`src/rtl/scan_mux.sv`:
```
// Registered N-channel mux: manual select or auto-scan over masked channels, 1-cycle latency.
// No backpressure; en=1 accepts a sample each cycle, en=0 holds data/channel and drops valid.
module scan_mux #(
    parameter int WIDTH = 1,
    parameter int NCH   = 16,
    parameter int SELW  = 4
) (
    input  logic                 clk,
    input  logic                 rst,
    input  logic [NCH*WIDTH-1:0] in,
    input  logic                 en,
    input  logic                 mode,
    input  logic [SELW-1:0]      sel,
    input  logic [NCH-1:0]       mask,
    output logic [WIDTH-1:0]     out_data,
    output logic [SELW-1:0]      out_ch,
    output logic                 out_valid,
    output logic                 round_done
);

    logic [WIDTH-1:0] r_data;
    logic [SELW-1:0]  r_ch;
    logic [SELW-1:0]  r_ptr;
    logic             r_valid;
    logic             r_done;

    logic             w_man_hit;
    logic [WIDTH-1:0] w_man_data;
    logic             w_hi_hit;
    logic [SELW-1:0]  w_hi_idx;
    logic             w_lo_hit;
    logic [SELW-1:0]  w_lo_idx;
    logic             w_found;
    logic [SELW-1:0]  w_cur;
    logic [WIDTH-1:0] w_cur_data;
    logic             w_last;
    logic [SELW-1:0]  w_ptr_nxt;

    always_comb begin
        w_man_hit  = 1'b0;
        w_man_data = '0;
        for (int k = 0; k < NCH; k++) begin
            if (sel == SELW'(k)) begin
                w_man_hit  = 1'b1;
                w_man_data = in[k*WIDTH +: WIDTH];
            end
        end
    end

    // Descending sweep leaves the lowest set bit overall and the lowest at/above ptr;
    // the latter wins, otherwise the search wraps to the former.
    always_comb begin
        w_hi_hit = 1'b0;
        w_hi_idx = '0;
        w_lo_hit = 1'b0;
        w_lo_idx = '0;
        for (int k = NCH - 1; k >= 0; k--) begin
            if (mask[k]) begin
                w_lo_hit = 1'b1;
                w_lo_idx = SELW'(k);
                if (SELW'(k) >= r_ptr) begin
                    w_hi_hit = 1'b1;
                    w_hi_idx = SELW'(k);
                end
            end
        end
    end

    assign w_found   = w_lo_hit;
    assign w_cur     = w_hi_hit ? w_hi_idx : w_lo_idx;
    assign w_ptr_nxt = (w_cur == SELW'(NCH - 1)) ? '0 : w_cur + SELW'(1);

    always_comb begin
        w_cur_data = '0;
        w_last     = 1'b1;
        for (int k = 0; k < NCH; k++) begin
            if (w_cur == SELW'(k)) begin
                w_cur_data = in[k*WIDTH +: WIDTH];
            end
            if (mask[k] && (SELW'(k) > w_cur)) begin
                w_last = 1'b0;
            end
        end
    end

    always_ff @(posedge clk) begin
        if (rst) begin
            r_data  <= '0;
            r_ch    <= '0;
            r_ptr   <= '0;
            r_valid <= 1'b0;
            r_done  <= 1'b0;
        end else begin
            r_valid <= 1'b0;
            r_done  <= 1'b0;
            // Pointer parks at 0 in manual mode so a later scan starts at the lowest channel.
            if (!mode) begin
                r_ptr <= '0;
            end
            if (en) begin
                if (!mode) begin
                    r_data  <= w_man_hit ? w_man_data : '0;
                    r_ch    <= sel;
                    r_valid <= w_man_hit;
                end else if (w_found) begin
                    r_data  <= w_cur_data;
                    r_ch    <= w_cur;
                    r_valid <= 1'b1;
                    r_done  <= w_last;
                    r_ptr   <= w_ptr_nxt;
                end
            end
        end
    end

    assign out_data   = r_data;
    assign out_ch     = r_ch;
    assign out_valid  = r_valid;
    assign round_done = r_done;

endmodule

```
`config.mk`:
```
export PLATFORM = sky130hd
export DESIGN_NAME = scan_mux
export DESIGN_NICKNAME = d
export VERILOG_FILES = /design/src/rtl/scan_mux.sv
export SDC_FILE = /design/constraint.sdc
export NUM_CORES = 1
export LEC_CHECK = 0
export CAP_MARGIN = 5
export CORE_AREA = 2 2 81 83
export CTS_BUF_LIST = sky130_fd_sc_hd__clkbuf_4
export CTS_CLUSTER_DIAMETER = 60
export DETAILED_ROUTE_END_ITERATION = 12
export DIE_AREA = 0 0 83 85
export GPL_ROUTABILITY_DRIVEN = 1
export PLACE_DENSITY_LB_ADDON = 0.05
export SLEW_MARGIN = 20
export SYNTH_ARGS = -nofsm -noshare
export SYNTH_HDL_FRONTEND = slang
export SYNTH_SLANG_ARGS = --single-unit
```
`constraint.sdc`:
```
create_clock -name clk -period 9.4 [get_ports clk]
set_input_delay 1.41 -clock clk [delete_from_list [all_inputs] [get_ports clk]]
set_output_delay 1.41 -clock clk [all_outputs]
set_load 0.005 [all_outputs]
```
==> out/metrics.cfg <==
[status]
status=finished clean

[setup_path]
crit_fanout=10
crit_path_end_kind=flop
worstPathArrival_ns=5.27
worstSetupPathType=in -> reg
slowest_stage=clkdlybuf4s50_1
max_stage_delay_ns=0.64
critPathRequiredTime_ns=9.53
cp-start-kind=input pin
crit_chain=clkdlybuf4s50_1, nor2_1, o31ai_1, a31oi_1, o311ai_1, and2_1, ha_1, inv_1, and3_1, a21oi_1, a31oi_1, nor4b_2, a2111oi_1, a2111oi_1

[detailed_routing]
wl_per_cell_um=17.26
wl_met3_um=250
wl_met1_um=2996
vias_per_cell=5.794
routed.top_layer=met4
drtIter0Drc=186
vias=2051
drt-total-wl_um=6111
wl_met2_um=2821
ant_nets=0
dr.pass1.iters=4
drc=0

[clock_tree]
cts_max_level=1
cts_buffer_depth=2
tritoncts=yes
cts_buffers=3
clkLatencyLatePin_ns=0.26
postCtsResizedCells=0
clk_pin_slew_ns=0.06
postCtsSetupRepairBufs=0
ctsHoldBuffers=0
cts-root-buf=clkbuf_4
cts_sinks=11

[timing]
finalSetupViolCount=0
finalCritPeriodShare_pct=54.70
fin_ws_ns=4.258
relSlewSlack_pct=57.52
worstMarginPinSlew_ns=0.6364
setup_tns_ns=0
finalHoldViolCount=0
slew_viol_final=0
holdWs_ns=0.4978
rsz0062_at_grt=no
skew_ns=0.006094
timing.fmax_ghz=0.1945
min_period_ns=5.142

[grt]
grt_util_all_layers_pct=17.38
antenna_found_initial=0
grt_start_max_net_pins=18
grt_pass1_vias=1933
grt_pass1_wl_um=10210
grt_overflow=0

[final_layout]
diodes=0
final_cells=354
layout.nets=321
areaGrowthSynthToFinish_pct=26.02
drive_gt1_share_pct=8.303
n_fill_cell=671
final_util_pct=36.82
final_area_um2=2285

[placement]
gp_congestion=0.8912
post_dp_cell_area_um2=2255
dp.cells=350
dp_hpwl_um=4832
port-buffer-count=46
pre_cts_slack_ns=4.018

[floorplan]
core_um2=6205
die_w_um=83
initial_utilization_pct=29.22
rows=29
die_h_um=85
die_area_um2=7055
io_pins=47

[power]
leakagePower_nw=0.7656
peakVddDrop_mv=0.05065
powerDensity_nw_per_um2=85.02
p_total_uw=194.3

[synth]
yosysWarnings=0
syn_inst=242
yosys.area.top_type_share_pct=12.15
netlist_area_um2=1813
synth_area_leaders=dfxtp_1 (12%), a21oi_1 (5.0%), buf_6 (5.0%)
synthTopCellsByCount=nor2_1 (23), a21oi_1 (18), nand2_1 (14), dfxtp_1 (11)
synth_top_area_cell=dfxtp_1
yosys.cell_count.top_type=nor2_1
ys_seq_area_share_pct=12.15
async_reset_ff_share_pct=0
ys_ff_latch=11
syn_nets=285
synth_edf_count=0
synth_flop_cell=dfxtp_1
avgSynthCellArea_um2=7.492
synth.distinct_cells=69

[worst_hold_path]
hp-class=reg -> reg

[job]
maxCapViolCount=0

[flip-flops by register name, summed over array words and instances, names as in the netlist]
name,cells
out_ch,4
r_ptr,4
out_valid,1
out_data,1
round_done,1
[worst max-delay path: cells and delay by family]
kind / cells / cell delay (ns)
compound gates: 7 / 1.55
fa+ha+maj: 1 / 0.46
buf+inv: 2 / 0.84
simple gates: 4 / 1.01
[layout by cell type, fill, tap and decap left out, drive strengths merged, types with 8 or more instances in the layout]
master         instances
nand2b                 8
nor2                  24
nand2                 14
a21oi                 19
inv                    8
a21boi                 9
clkdlybuf4s50         46
dfxtp                 11
a211oi                 8
nor2b                  9
nor3                   8
o21ai                 11
[cell type report]
class / count / area (µm²) / area share, %
multi-input cells: 206 / 1429 / 62.54
repair buffers: 47 / 467.9 / 20.48
flip-flops and latches: 11 / 220.2 / 9.639
well taps: 77 / 96.34 / 4.217
inverters: 9 / 41.29 / 1.807
clock buffers: 4 / 30.03 / 1.314
[power by group]
part	leakage (nW)	internal, mW	switching, mW
Clock	0.0184	0.0193	0.0147
Sequential	0.0904	0.0495	0.00491
Combinational	0.657	0.0487	0.0572
[path summary, 6_finish.rpt]
path                                from                      to  slack, ns  cells after the start
setup reg to reg     r_ptr[3]$_SDFF_PP0_   out_data$_SDFFE_PP0P_       5.29                     13
hold / removal    out_ch[2]$_SDFFE_PP0P_  out_ch[2]$_SDFFE_PP0P_       0.50                      2
setup / recovery                mask[14]   out_data$_SDFFE_PP0P_       4.26                     14
hold reg to reg   out_ch[2]$_SDFFE_PP0P_  out_ch[2]$_SDFFE_PP0P_       0.50                      2
[layer usage]
metal,vias to the layer above,global-route usage [%]
met5,-,0
met4,0,4.173
met3,4,1.265
met2,52,27.05
met1,981,26.08
li1,1014,-
[kinds of logic after synthesis]
family / after synthesis / share of synthesized area [%]
AND/OR/NAND/NOR: 97 / 29.61
AO/OA/AOI/OAI: 94 / 38.37
buffers and inverters: 25 / 9.041
flip-flops: 11 / 12.15
multiplexers: 10 / 7.660
adder cells (fa/ha/maj): 4 / 2.692
XOR/XNOR: 1 / 0.4832
Power figures use the tool's default switching activity.
==> RTL edit: new RTL, config.mk and constraints unchanged <==
Change the parameter `SELW` from 4 to 5.
--- a/src/rtl/scan_mux.sv
+++ b/src/rtl/scan_mux.sv
@@ -5,3 +5,3 @@
     parameter int NCH   = 16,
-    parameter int SELW  = 4
+    parameter int SELW  = 5
 ) (
Interface: changed (resized out_ch and sel); port bits go from 47 to 49. The function was not compared with the original's and may differ.
==> RTL edit against the unedited design <==
Wire length up 13%; total power up 2.5%; synthesized area up 9.9%; sequential share of layout area up 0.69 points; count of clock-buffer cells in the layout unchanged; critical endpoint unchanged; sequential cell count up 2; setup slack better by 0.29 ns; clock skew down 0.0011 ns; design area up 10%.
==> RTL edit: results (changes against the unedited design) <==
| Metric | Value |
|---|---|
| CTS Sinks | 13 (was 11) |
| FILL cells | 653 (was 671) |
| Most frequent cells after synthesis | 31 x a21oi_1, 24 x nor2_1, 23 x nand2_1, 14 x o21ai_0 (was 23 x nor2_1, 18 x a21oi_1, 14 x nand2_1, 11 x dfxtp_1) |
| PortBufs | 48 (was 46) |
| Post-synthesis cell type count | 77 (was 69) |
| Dpl cell area | 2490 sq um (was 2250 sq um) |
| Initial detailed-routing violation count | 157 (was 186) |
| Clock network area share | 1.19% (was 1.31%) |
| Met3 Resource Use GR | 3.31% (was 1.26%) |
| Final HPWL DP | 5380 um (was 4830 um) |
| GR Util met2 | 35.0% (was 27.1%) |
| Status | complete, no violations (unchanged) |
| Min-delay src | out_ch[1] (was out_ch[2]) |
| GPL Wtd Cong | 0.840 (was 0.891) |
| Sw Ratio | 38.4% (was 39.6%) |
| Power share of the combinational group | 49.6% (was 54.5%) |
| Pin count of the biggest net entering global routing | 17 (was 18) |
| Fraction of area in multi-input gates | 63.3% (was 62.5%) |
| Clock transition at path regs | 0.09 ns (was 0.06 ns) |
| Peak supply drop | 51.0 uV (was 50.6 uV) |
| Met3 WL post-DR | 285 um (was 250 um) |
| Multi-input logic cell count | 233 (was 206) |
| Global-route wire length before repair | 11,300 um (was 10,200 um) |
| Register area share after synthesis | 13.1% (was 12.1%) |
| Routed wl met2 | 3380 um (was 2820 um) |
| Layout Nets | 358 (was 321) |
| Grt met1 use | 24.2% (was 26.1%) |
| Relative slew slack | 54.0% (was 57.5%) |
| Share of cells above drive strength 1 | 8.95% (was 8.30%) |
| Leakage | 0.866 nW (was 0.766 nW) |
| Non-clock buffer share | 19.1% (was 20.5%) |
| Non-clock inverters | 15 (was 9) |
| Final wirelength | 6880 um (was 6110 um) |
| Vias in the first global route | 2,201 (was 1,933) |
| CP arrival | 5.02 ns (was 5.27 ns) |
==> RTL edit: per-stage QoR <==
stage | power [mW] | cells | setup slack (ns) | hold slack, ns | util (%)
floorplan | 0.120 | 273 | 5.48 | 0.494 | -
global placement | 0.162 | 386 | 4.39 | 0.495 | 40.1
detailed placement | 0.161 | 386 | 4.35 | 0.496 | 40.1
CTS | 0.201 | 390 | 4.63 | 0.512 | 40.6
global route | 0.215 | 390 | 4.36 | 0.540 | 40.6
finish | 0.199 | 390 | 4.54 | 0.506 | 40.6
==> RTL edit: path summary, 6_finish.rpt <==
path,to,cells past startpoint,slack (ns)
max,out_data,14,4.54
min,out_ch[1],2,0.51
max reg2reg,out_data,13,5.58
min reg2reg,out_ch[1],2,0.51
==> RTL edit: logic make-up after synthesis <==
logic type	count (synthesis)	synth area share, %
buf+inv	27	6.90
compound gates	118	43.5
simple gates	105	29.9
mux	6	4.33
fa+ha+maj	3	1.88
xor+xnor	1	0.440
flops	13	13.1
